==> src/rtl/de_pipe_reg_pkg.sv <==
`default_nettype none
// ============================================================================
// Module      : de_pipe_reg_pkg
// Description : Shared constants and types for the Decode->Execute pipeline
//               register: MDU opcode encoding, exception handler entry PC,
//               Tuse encoding and the E-stage field bundle.
// Revision    : 1.0 - initial release
// ============================================================================
package de_pipe_reg_pkg;

    // MDU opcodes. MDU_none marks an instruction that does not use the MDU.
    localparam logic [31:0] MDU_none  = 32'd0;
    localparam logic [31:0] MDU_mult  = 32'd1;
    localparam logic [31:0] MDU_multu = 32'd2;
    localparam logic [31:0] MDU_div   = 32'd3;
    localparam logic [31:0] MDU_divu  = 32'd4;
    localparam logic [31:0] MDU_mfhi  = 32'd5;
    localparam logic [31:0] MDU_mflo  = 32'd6;
    localparam logic [31:0] MDU_mthi  = 32'd7;
    localparam logic [31:0] MDU_mtlo  = 32'd8;

    // Exception handler entry loaded into E on a flush.
    localparam logic [31:0] C_HANDLER_PC = 32'h0000_4180;

    // Tuse of 3 means the operand is never read. Since Tnew never exceeds 2,
    // the Tnew > Tuse compare can never fire for an unused operand.
    localparam logic [1:0] C_TUSE_UNUSED = 2'd3;

    localparam logic [31:0] C_CNT_MAX = 32'hFFFF_FFFF;

    // All fields carried from D into E.
    typedef struct packed {
        logic [31:0] pc;
        logic [31:0] instr;
        logic [31:0] rs_val;
        logic [31:0] rt_val;
        logic [4:0]  rs_addr;
        logic [4:0]  rt_addr;
        logic [4:0]  wa;
        logic [1:0]  tnew;
        logic [31:0] mdu_op;
        logic        bd;
        logic [4:0]  exc_code;
    } e_fields_t;

    // Every MDU opcode, including the HI/LO moves, is MDU-class.
    function automatic logic is_mdu_class(input logic [31:0] op);
        return (op != MDU_none);
    endfunction

endpackage
`default_nettype wire

==> src/rtl/de_pipe_reg_hazard_detect.sv <==
`default_nettype none
// ============================================================================
// Module      : de_pipe_reg_hazard_detect
// Description : Purely combinational stall generation for the D stage.
//               Detects read-after-write hazards against the E and M stage
//               producers and MDU-class instructions issued while the MDU
//               is busy. A flush request suppresses the stall.
// Ports       : d_*_i      - D-stage source registers, Tuse, MDU opcode
//               e_*_i/m_*_i - E/M stage destination register and Tnew
//               e_mdu_busy_i - nonzero while the MDU is busy or starting
//               req_i      - flush request
//               stall_o    - freeze F/D
// Revision    : 1.0 - initial release
// ============================================================================
module de_pipe_reg_hazard_detect
    import de_pipe_reg_pkg::*;
(
    input  logic [4:0]  d_rs_addr_i,
    input  logic [4:0]  d_rt_addr_i,
    input  logic [1:0]  d_tuse_rs_i,
    input  logic [1:0]  d_tuse_rt_i,
    input  logic [31:0] d_mdu_op_i,
    input  logic [4:0]  e_wa_i,
    input  logic [1:0]  e_tnew_i,
    input  logic [4:0]  m_wa_i,
    input  logic [1:0]  m_tnew_i,
    input  logic [31:0] e_mdu_busy_i,
    input  logic        req_i,
    output logic        stall_o
);

    logic w_haz_rs;
    logic w_haz_rt;
    logic w_haz_mdu;

    // Register 0 is excluded up front, so a bubble (wa = 0) never matches.
    assign w_haz_rs = (d_rs_addr_i != 5'd0) &&
                      (((e_wa_i == d_rs_addr_i) && (e_tnew_i > d_tuse_rs_i)) ||
                       ((m_wa_i == d_rs_addr_i) && (m_tnew_i > d_tuse_rs_i)));

    assign w_haz_rt = (d_rt_addr_i != 5'd0) &&
                      (((e_wa_i == d_rt_addr_i) && (e_tnew_i > d_tuse_rt_i)) ||
                       ((m_wa_i == d_rt_addr_i) && (m_tnew_i > d_tuse_rt_i)));

    assign w_haz_mdu = is_mdu_class(d_mdu_op_i) && (e_mdu_busy_i != 32'd0);

    // Flush wins over any hazard.
    assign stall_o = (w_haz_rs | w_haz_rt | w_haz_mdu) & ~req_i;

endmodule
`default_nettype wire

==> src/rtl/de_pipe_reg.sv <==
`default_nettype none
// ============================================================================
// Module      : de_pipe_reg
// Description : Decode->Execute pipeline register with stall detection.
//               Latches D fields into E every cycle, inserts a PC-preserving
//               bubble on stall, flushes to the handler entry on Req, and
//               counts bubble cycles with a saturating counter.
// Ports       : clk, reset (sync, active-high), Req (flush)
//               d_*        - decoded D-stage fields
//               e_mdu_busy - MDU busy word; m_wa/m_tnew - M-stage producer
//               stall      - combinational freeze for F/D
//               e_*        - registered E-stage copies of the D fields
//               stall_cnt  - saturating bubble count
// Revision    : 1.0 - initial release
// ============================================================================
module de_pipe_reg
    import de_pipe_reg_pkg::*;
#(
    parameter logic [31:0] HANDLER_PC = C_HANDLER_PC
) (
    input  logic        clk,
    input  logic        reset,
    input  logic        Req,
    input  logic [31:0] d_pc,
    input  logic [31:0] d_instr,
    input  logic [31:0] d_rs_val,
    input  logic [31:0] d_rt_val,
    input  logic [4:0]  d_rs_addr,
    input  logic [4:0]  d_rt_addr,
    input  logic [4:0]  d_wa,
    input  logic [1:0]  d_tuse_rs,
    input  logic [1:0]  d_tuse_rt,
    input  logic [1:0]  d_tnew,
    input  logic [31:0] d_mdu_op,
    input  logic        d_bd,
    input  logic [4:0]  d_exc_code,
    input  logic [31:0] e_mdu_busy,
    input  logic [4:0]  m_wa,
    input  logic [1:0]  m_tnew,
    output logic        stall,
    output logic [31:0] e_pc,
    output logic [31:0] e_instr,
    output logic [31:0] e_rs_val,
    output logic [31:0] e_rt_val,
    output logic [4:0]  e_rs_addr,
    output logic [4:0]  e_rt_addr,
    output logic [4:0]  e_wa,
    output logic [1:0]  e_tnew,
    output logic [31:0] e_mdu_op,
    output logic        e_bd,
    output logic [4:0]  e_exc_code,
    output logic [31:0] stall_cnt
);

    e_fields_t   e_q;
    e_fields_t   e_d;
    logic [31:0] stall_cnt_q;
    logic [31:0] stall_cnt_d;
    logic        w_stall;

    de_pipe_reg_hazard_detect u_hazard_detect (
        .d_rs_addr_i  (d_rs_addr),
        .d_rt_addr_i  (d_rt_addr),
        .d_tuse_rs_i  (d_tuse_rs),
        .d_tuse_rt_i  (d_tuse_rt),
        .d_mdu_op_i   (d_mdu_op),
        .e_wa_i       (e_q.wa),
        .e_tnew_i     (e_q.tnew),
        .m_wa_i       (m_wa),
        .m_tnew_i     (m_tnew),
        .e_mdu_busy_i (e_mdu_busy),
        .req_i        (Req),
        .stall_o      (w_stall)
    );

    always_comb begin
        e_d         = '0;
        stall_cnt_d = stall_cnt_q;
        if (Req) begin
            e_d.pc = HANDLER_PC;
        end else if (w_stall) begin
            // Bubble keeps PC and delay-slot flag so an exception taken on
            // the bubble still reports the stalled instruction's EPC. A zero
            // mdu_op guarantees the MDU is not started a second time.
            e_d.pc = d_pc;
            e_d.bd = d_bd;
            if (stall_cnt_q != C_CNT_MAX) begin
                stall_cnt_d = stall_cnt_q + 32'd1;
            end
        end else begin
            e_d.pc       = d_pc;
            e_d.instr    = d_instr;
            e_d.rs_val   = d_rs_val;
            e_d.rt_val   = d_rt_val;
            e_d.rs_addr  = d_rs_addr;
            e_d.rt_addr  = d_rt_addr;
            e_d.wa       = d_wa;
            e_d.tnew     = d_tnew;
            e_d.mdu_op   = d_mdu_op;
            e_d.bd       = d_bd;
            e_d.exc_code = d_exc_code;
        end
    end

    always_ff @(posedge clk) begin
        if (reset) begin
            e_q         <= '0;
            stall_cnt_q <= 32'd0;
        end else begin
            e_q         <= e_d;
            stall_cnt_q <= stall_cnt_d;
        end
    end

    assign stall      = w_stall;
    assign e_pc       = e_q.pc;
    assign e_instr    = e_q.instr;
    assign e_rs_val   = e_q.rs_val;
    assign e_rt_val   = e_q.rt_val;
    assign e_rs_addr  = e_q.rs_addr;
    assign e_rt_addr  = e_q.rt_addr;
    assign e_wa       = e_q.wa;
    assign e_tnew     = e_q.tnew;
    assign e_mdu_op   = e_q.mdu_op;
    assign e_bd       = e_q.bd;
    assign e_exc_code = e_q.exc_code;
    assign stall_cnt  = stall_cnt_q;

endmodule
`default_nettype wire

==> config.mk <==
export PLATFORM = sky130hd
export DESIGN_NAME = de_pipe_reg
export DESIGN_NICKNAME = d
export VERILOG_FILES = /design/src/rtl/de_pipe_reg_pkg.sv /design/src/rtl/de_pipe_reg_hazard_detect.sv /design/src/rtl/de_pipe_reg.sv
export SDC_FILE = /design/constraint.sdc
export NUM_CORES = 1
export LEC_CHECK = 0
export ABC_AREA = 1
export BUFFER_PORTS_ARGS = -buffer_cell sky130_fd_sc_hd__buf_4
export CAP_MARGIN = 10
export CELL_PAD_IN_SITES_DETAIL_PLACEMENT = 2
export CELL_PAD_IN_SITES_GLOBAL_PLACEMENT = 2
export CORE_ASPECT_RATIO = 1.25
export CORE_MARGIN = 3
export CORE_UTILIZATION = 23
export CTS_BUF_LIST = sky130_fd_sc_hd__clkbuf_4
export DETAILED_ROUTE_END_ITERATION = 7
export HOLD_SLACK_MARGIN = 0.06
export PLACE_DENSITY = 0.85
export SLEW_MARGIN = 10
export SYNTH_ARGS = -nofsm -noshare
export SYNTH_HDL_FRONTEND = slang
export SYNTH_SLANG_ARGS = --single-unit
==> constraint.sdc <==
create_clock -name clk -period 2.1 [get_ports clk]
set_clock_uncertainty 0.15 [all_clocks]
set_input_delay 0 -clock clk [delete_from_list [all_inputs] [get_ports clk]]
set_output_delay 0 -clock clk [all_outputs]
set_load 0.02 [all_outputs]
==> results of run 1 <==
cells by family after synthesis:
kind of cell	synth area share
and+or+nand+nor	0.279
buffers and inverters	0.148
DFF	0.534
xor gates and xnor gates	0.0174
AOI/OAI and AO/OA	0.00822
adders and majority gates	0.0140
stage by stage:
stage | area (um2) | TNS (ns) | setup slack [ns] | util
detailed placement | 12200 | -6.44 | -0.0962 | 0.354
global placement | 12200 | -1.89 | -0.0268 | 0.354
CTS | 17200 | -0.335 | -0.272 | 0.497
floorplan | 8060 | 0 | 0.0340 | -
repair_timing:
action,CTS
endpoints found under the hold margin,215
pin swaps,12
hold buffers,405
gates resized for setup,32
cloned,3
buffers inserted,2
endpoints found under the setup margin,172
metal layers:
metal	overflow	GRT usage
met5	0	0
met4	1	0.765
met3	0	0.342
met2	1	0.908
met1	0	0.601
==> run_results.csv, run 1 <==
group,metric,value,unit
place,place_hpwl,31300,um
synthesis,netlist_top_cells_area,"dfxtp_1 53%, nor2_1 13%, inv_1 12%",
clock_tree,root_buffer,"clkbuf_4",
synthesis,synth.yosys.seq_area_share,0.534,
synthesis,ys_async_sr_fraction,0,
synthesis,yosysWarnings,0,
clock_tree,cts.sinks,215,
grt,grt_max_degree,50,
floorplan,fp-row-count,76,
synthesis,synth.most_common_cell,"nor2_1",
synthesis,synth_nets,1329,
outcome,error_line,"[ERROR GRT-0232] Routing congestion too high. Check the congestion heatmap in the GUI.",
floorplan,die_h,215,um
synthesis,synth_cell_type_count,27,
outcome,failing_step,"global routing",
synthesis,syn_inst,1091,
place,port_buffers,444,
outcome,status,"stopped before the end",
sta,worstEndpointType,"top-level output",
clock_tree,clockBufferDepth,3,
grt,grt.overflow.total,2,
floorplan,die_w,173,um
clock_tree,cts_max_level,2,
synthesis,synth-seq-cells,215,
floorplan,io_pins,445,
place,gp_congestion,0.843,
synthesis,synth_ff_type,"dfxtp_1",
floorplan,initial_core_util,0.234,
synthesis,yosys-top-cells-count,"286 x nor2_1, 263 x inv_1, 215 x dfxtp_1, 146 x nand2_1, 38 x nand3_1",
synthesis,synth_edf_count,0,
sta,crit_endpoint,"stall",
grt,antenna_found_initial,39,
clock_tree,cts_made_buffers,60,
synthesis,synth_top_area_cell,"dfxtp_1",
synthesis,netlist_area,8060,um2
place,dp.cells,2015,
synthesis,syn_avg_cell_area,7.39,um2
synthesis,synth_top_area_share,0.534,
grt,grt_usage,0.639,
==> inputs of run 2 (changes only) <==
Settings changed: CELL_PAD_IN_SITES_DETAIL_PLACEMENT 2 to unset, CELL_PAD_IN_SITES_GLOBAL_PLACEMENT 2 to unset, CORE_ASPECT_RATIO 1.25 to unset, CORE_UTILIZATION 23 to 20, CTS_BUF_LIST sky130_fd_sc_hd__clkbuf_4 to unset, HOLD_SLACK_MARGIN 0.06 to unset, PLACE_DENSITY 0.85 to unset, PLACE_DENSITY_LB_ADDON set to 0.15.
==> run_results.csv, run 2 <==
group,metric,value,unit
place,post_dp_cell_area,12500,um2
detailed_routing,drtIter0Drc,327,
critical_path,crit_required,2.40,ns
clock_tree,cts.sinks,215,
detailed_routing,wl,33200,um
critical_path,cp.arrival,2.39,ns
clock_tree,clockBufferDepth,3,
critical_path,crit_slowest_cell,"dfxtp_2",
synthesis,synth-seq-cells,215,
synthesis,synth_top_area_cell,"dfxtp_1",
synthesis,synth_top_area_share,0.534,
outcome,status,"complete, no violations",
critical_path,start_kind,"register",
synthesis,synth_edf_count,0,
synthesis,synth_mux_area_frac,0,
sta,min_period,2.09,ns
sta,tightest_slew,0.572,ns
grt,grt_pass1_wl,48200,um
place,place_hpwl,24700,um
critical_path,crit_fanout,13,
sta,tns,0,ns
detailed_routing,drt-wirelength-per-cell,14.2,um
hold_path,worstHoldPathCells,4,
clock_tree,cts_made_buffers,27,
cells_and_area,layout_commonest_cell,"buf_4",
critical_path,ff2ff_setup_slack,0.01,ns
critical_path,crit_path_end_kind,"register",
critical_path,crit_chain,"inv_4 > ha_4 > nand2_2 > nand2_1 > nor2_1 > nand3_1 > nand2_1 > nand2_2 > nand3_4 > nand2_4 > buf_4 > nand2_8 > buf_12 > clkbuf_16 > nor2_1",
synthesis,yosys-top-cells-count,"286 x nor2_1, 263 x inv_1, 215 x dfxtp_1, 146 x nand2_1, 38 x nand3_1",
detailed_routing,drt_first_pass_iters,5,
synthesis,synth.yosys.seq_area_share,0.534,
detailed_routing,postRouteAntennaNets,0,
cells_and_area,final_cell_mix,"491 x buf_4, 277 x nor2_1, 260 x inv_1",
place,dp.cells,2081,
floorplan,die_h,207,um
floorplan,fp-row-count,72,
hold_path,worstHoldPathType,"in -> reg",
critical_path,r2r-start,"e_tnew[0]$_SDFF_PP0_",
synthesis,synth_ff_type,"dfxtp_1",
critical_path,critical_path_class,"reg -> reg",
critical_path,reg2reg_depth,15,
cells_and_area,finalCoreUtilization,0.405,
grt,antenna_found_initial,2,
floorplan,die_w,207,um
detailed_routing,drc,0,
critical_path,cp.buffers_inverters,4,
synthesis,ys_async_sr_fraction,0,
floorplan,coreArea,39300,um2
floorplan,io_pins,445,
sta,rsz0062_at_grt,"true",
run,maxCapViolations,0,
hold_path,hp-start,"d_rs_val[14]",
power_and_ir_drop,power.leakage,8.35,nW
synthesis,synth_nets,1329,
place,port_buffers,444,
synthesis,synth_xor_area_frac,0.0174,
floorplan,dieArea,42800,um2
cells_and_area,final_layout_size_suffix_gt1_frac,0.346,
synthesis,yosysWarnings,0,
grt,grt_pass1_vias,9017,
sta,maxSlewViolCount,0,
critical_path,r2r_end,"e_instr[21]$_SDFF_PP0_",
cells_and_area,num-nets-final,2037,
clock_tree,root_buffer,"clkbuf_16",
synthesis,netlist_top_cells_area,"dfxtp_1 53%, nor2_1 13%, inv_1 12%",
hold_path,whs_endpoint,"e_rs_val[14]$_SDFF_PP0_",
clock_tree,clock_latency,0.54,ns
detailed_routing,routed_via_density,3.83,
critical_path,critical_path.top_delay_family,"simple AND/OR/NAND/NOR gates",
grt,grt_usage,0.141,
power_and_ir_drop,vdd_drop_max,502,uV
cells_and_area,syn2layout_area_growth,97.1,%
synthesis,synthAdderAreaFrac,0.0140,
synthesis,syn_inst,1091,
sta,fmax,0.479,GHz
grt,grt.overflow.total,0,
clock_tree,cts_tree,"done",
synthesis,synth_top_family_by_area,"simple AND/OR/NAND/NOR gates",
synthesis,synth.most_common_cell,"nor2_1",
sta,min_period_over_period,0.993,
detailed_routing,vias,8960,
grt,grt_max_degree,42,
synthesis,synth-compound-area-share,0.00822,
synthesis,synthSimpleGateAreaFrac,0.279,
synthesis,netlist_area,8060,um2
synthesis,syn_avg_cell_area,7.39,um2
sta,hold_viol_final,0,
sta,slew_headroom,0.618,
cells_and_area,final_area,15900,um2
place,gp_congestion,0.802,
sta,finalSetupViolCount,0,
critical_path,critical_path.max_stage_delay,0.35,ns
clock_tree,clk_pin_slew,0.06,ns
power_and_ir_drop,p_per_area,663,nW/um2
floorplan,initial_core_util,0.205,
cells_and_area,stdcell_count,2340,
clock_tree,cts_max_level,1,
synthesis,synth_cell_type_count,27,
run 2: cell counts after synthesis:
Identical to the previous run, type by type.
run 2: power breakdown:
part	internal, W	switching, W	total (W)
Combinational	0.000852	0.000657	0.00151
Clock	0.00295	0.00184	0.00479
Sequential	0.00420	0.0000451	0.00424
Total	0.00799	0.00255	0.0105
run 2: how the worst max path moves through the flow:
| stage | startpoint | end | slack (ns) | cells past startpoint |
|---|---|---|---|---|
| 4_1_cts | e_tnew[0]$_SDFF_PP0_ | stall | -0.02 | 12 |
| 5_1_grt | e_tnew[0]$_SDFF_PP0_ | stall | -0.11 | 12 |
| 2_1_floorplan | stall_cnt[1]$_SDFFE_PP0P_ | stall_cnt[23]$_SDFFE_PP0P_ | 0.03 | 12 |
| 3_5_place_dp | e_tnew[0]$_SDFF_PP0_ | e_rs_val[12]$_SDFF_PP0_ | 0.003 | 14 |
| 6_report | e_tnew[0]$_SDFF_PP0_ | e_instr[21]$_SDFF_PP0_ | 0.01 | 15 |
| 3_3_place_gp | e_tnew[0]$_SDFF_PP0_ | e_rs_val[12]$_SDFF_PP0_ | 0.02 | 14 |
run 2: timing repair:
item	in CTS	in global routing
gates resized for setup	17	52
pin swaps	12	6
endpoints found under the hold margin	215	0
hold buffers	190	0
cloned	0	11
setup endpoints to repair	29	176
buffers inserted	3	3
run 2: worst min-delay path: cells and delay by family:
| kind | cells | cell delay (ns) |
|---|---|---|
| buffers and inverters | 3 | 0.65 |
| AND/OR/NAND/NOR | 1 | 0.08 |
run 2: per-stage QoR:
stage | power (W) | setup WS, ns | hold WS [ns]
after detailed placement | 0.00546 | 0.00268 | 0.0593
after CTS | 0.0107 | -0.0151 | 0.0222
final | 0.0105 | 0.0145 | 0.0569
after floorplan | 0.00476 | 0.0340 | -0.0776
after global routing | 0.0110 | -0.107 | 0.0438
after global placement | 0.00545 | 0.0160 | 0.0543
run 2: area by class of cell:
type | instances | area [um2]
diodes | 2 | 5.00
multi-input cells | 572 | 2750
repair buffers | 714 | 6220
clock inverters | 10 | 128
fillers | 4028 | 23400
flip-flops and latches | 215 | 4310
well taps | 518 | 648
inverters | 269 | 1010
clock buffers | 40 | 815
run 2: logic make-up (layout without fill, tap and decap cells):
logic type	after synthesis	count (layout)
buffers and inverters	304	1033
xor gates and xnor gates	16	16
AOI/OAI and AO/OA	12	12
DFF	215	215
other	0	2
and+or+nand+nor	535	535
adders and majority gates	9	9
run 2: routing by layer:
layer	vias to the layer above	wire [um]	global-route usage
met5	-	0	0
met3	46	2500	0.0364
met2	275	16900	0.264
met4	0	722	0.0352
met1	4039	13100	0.160
li1	4600	-	-
No activity file was read; power rests on OpenSTA's default activity.
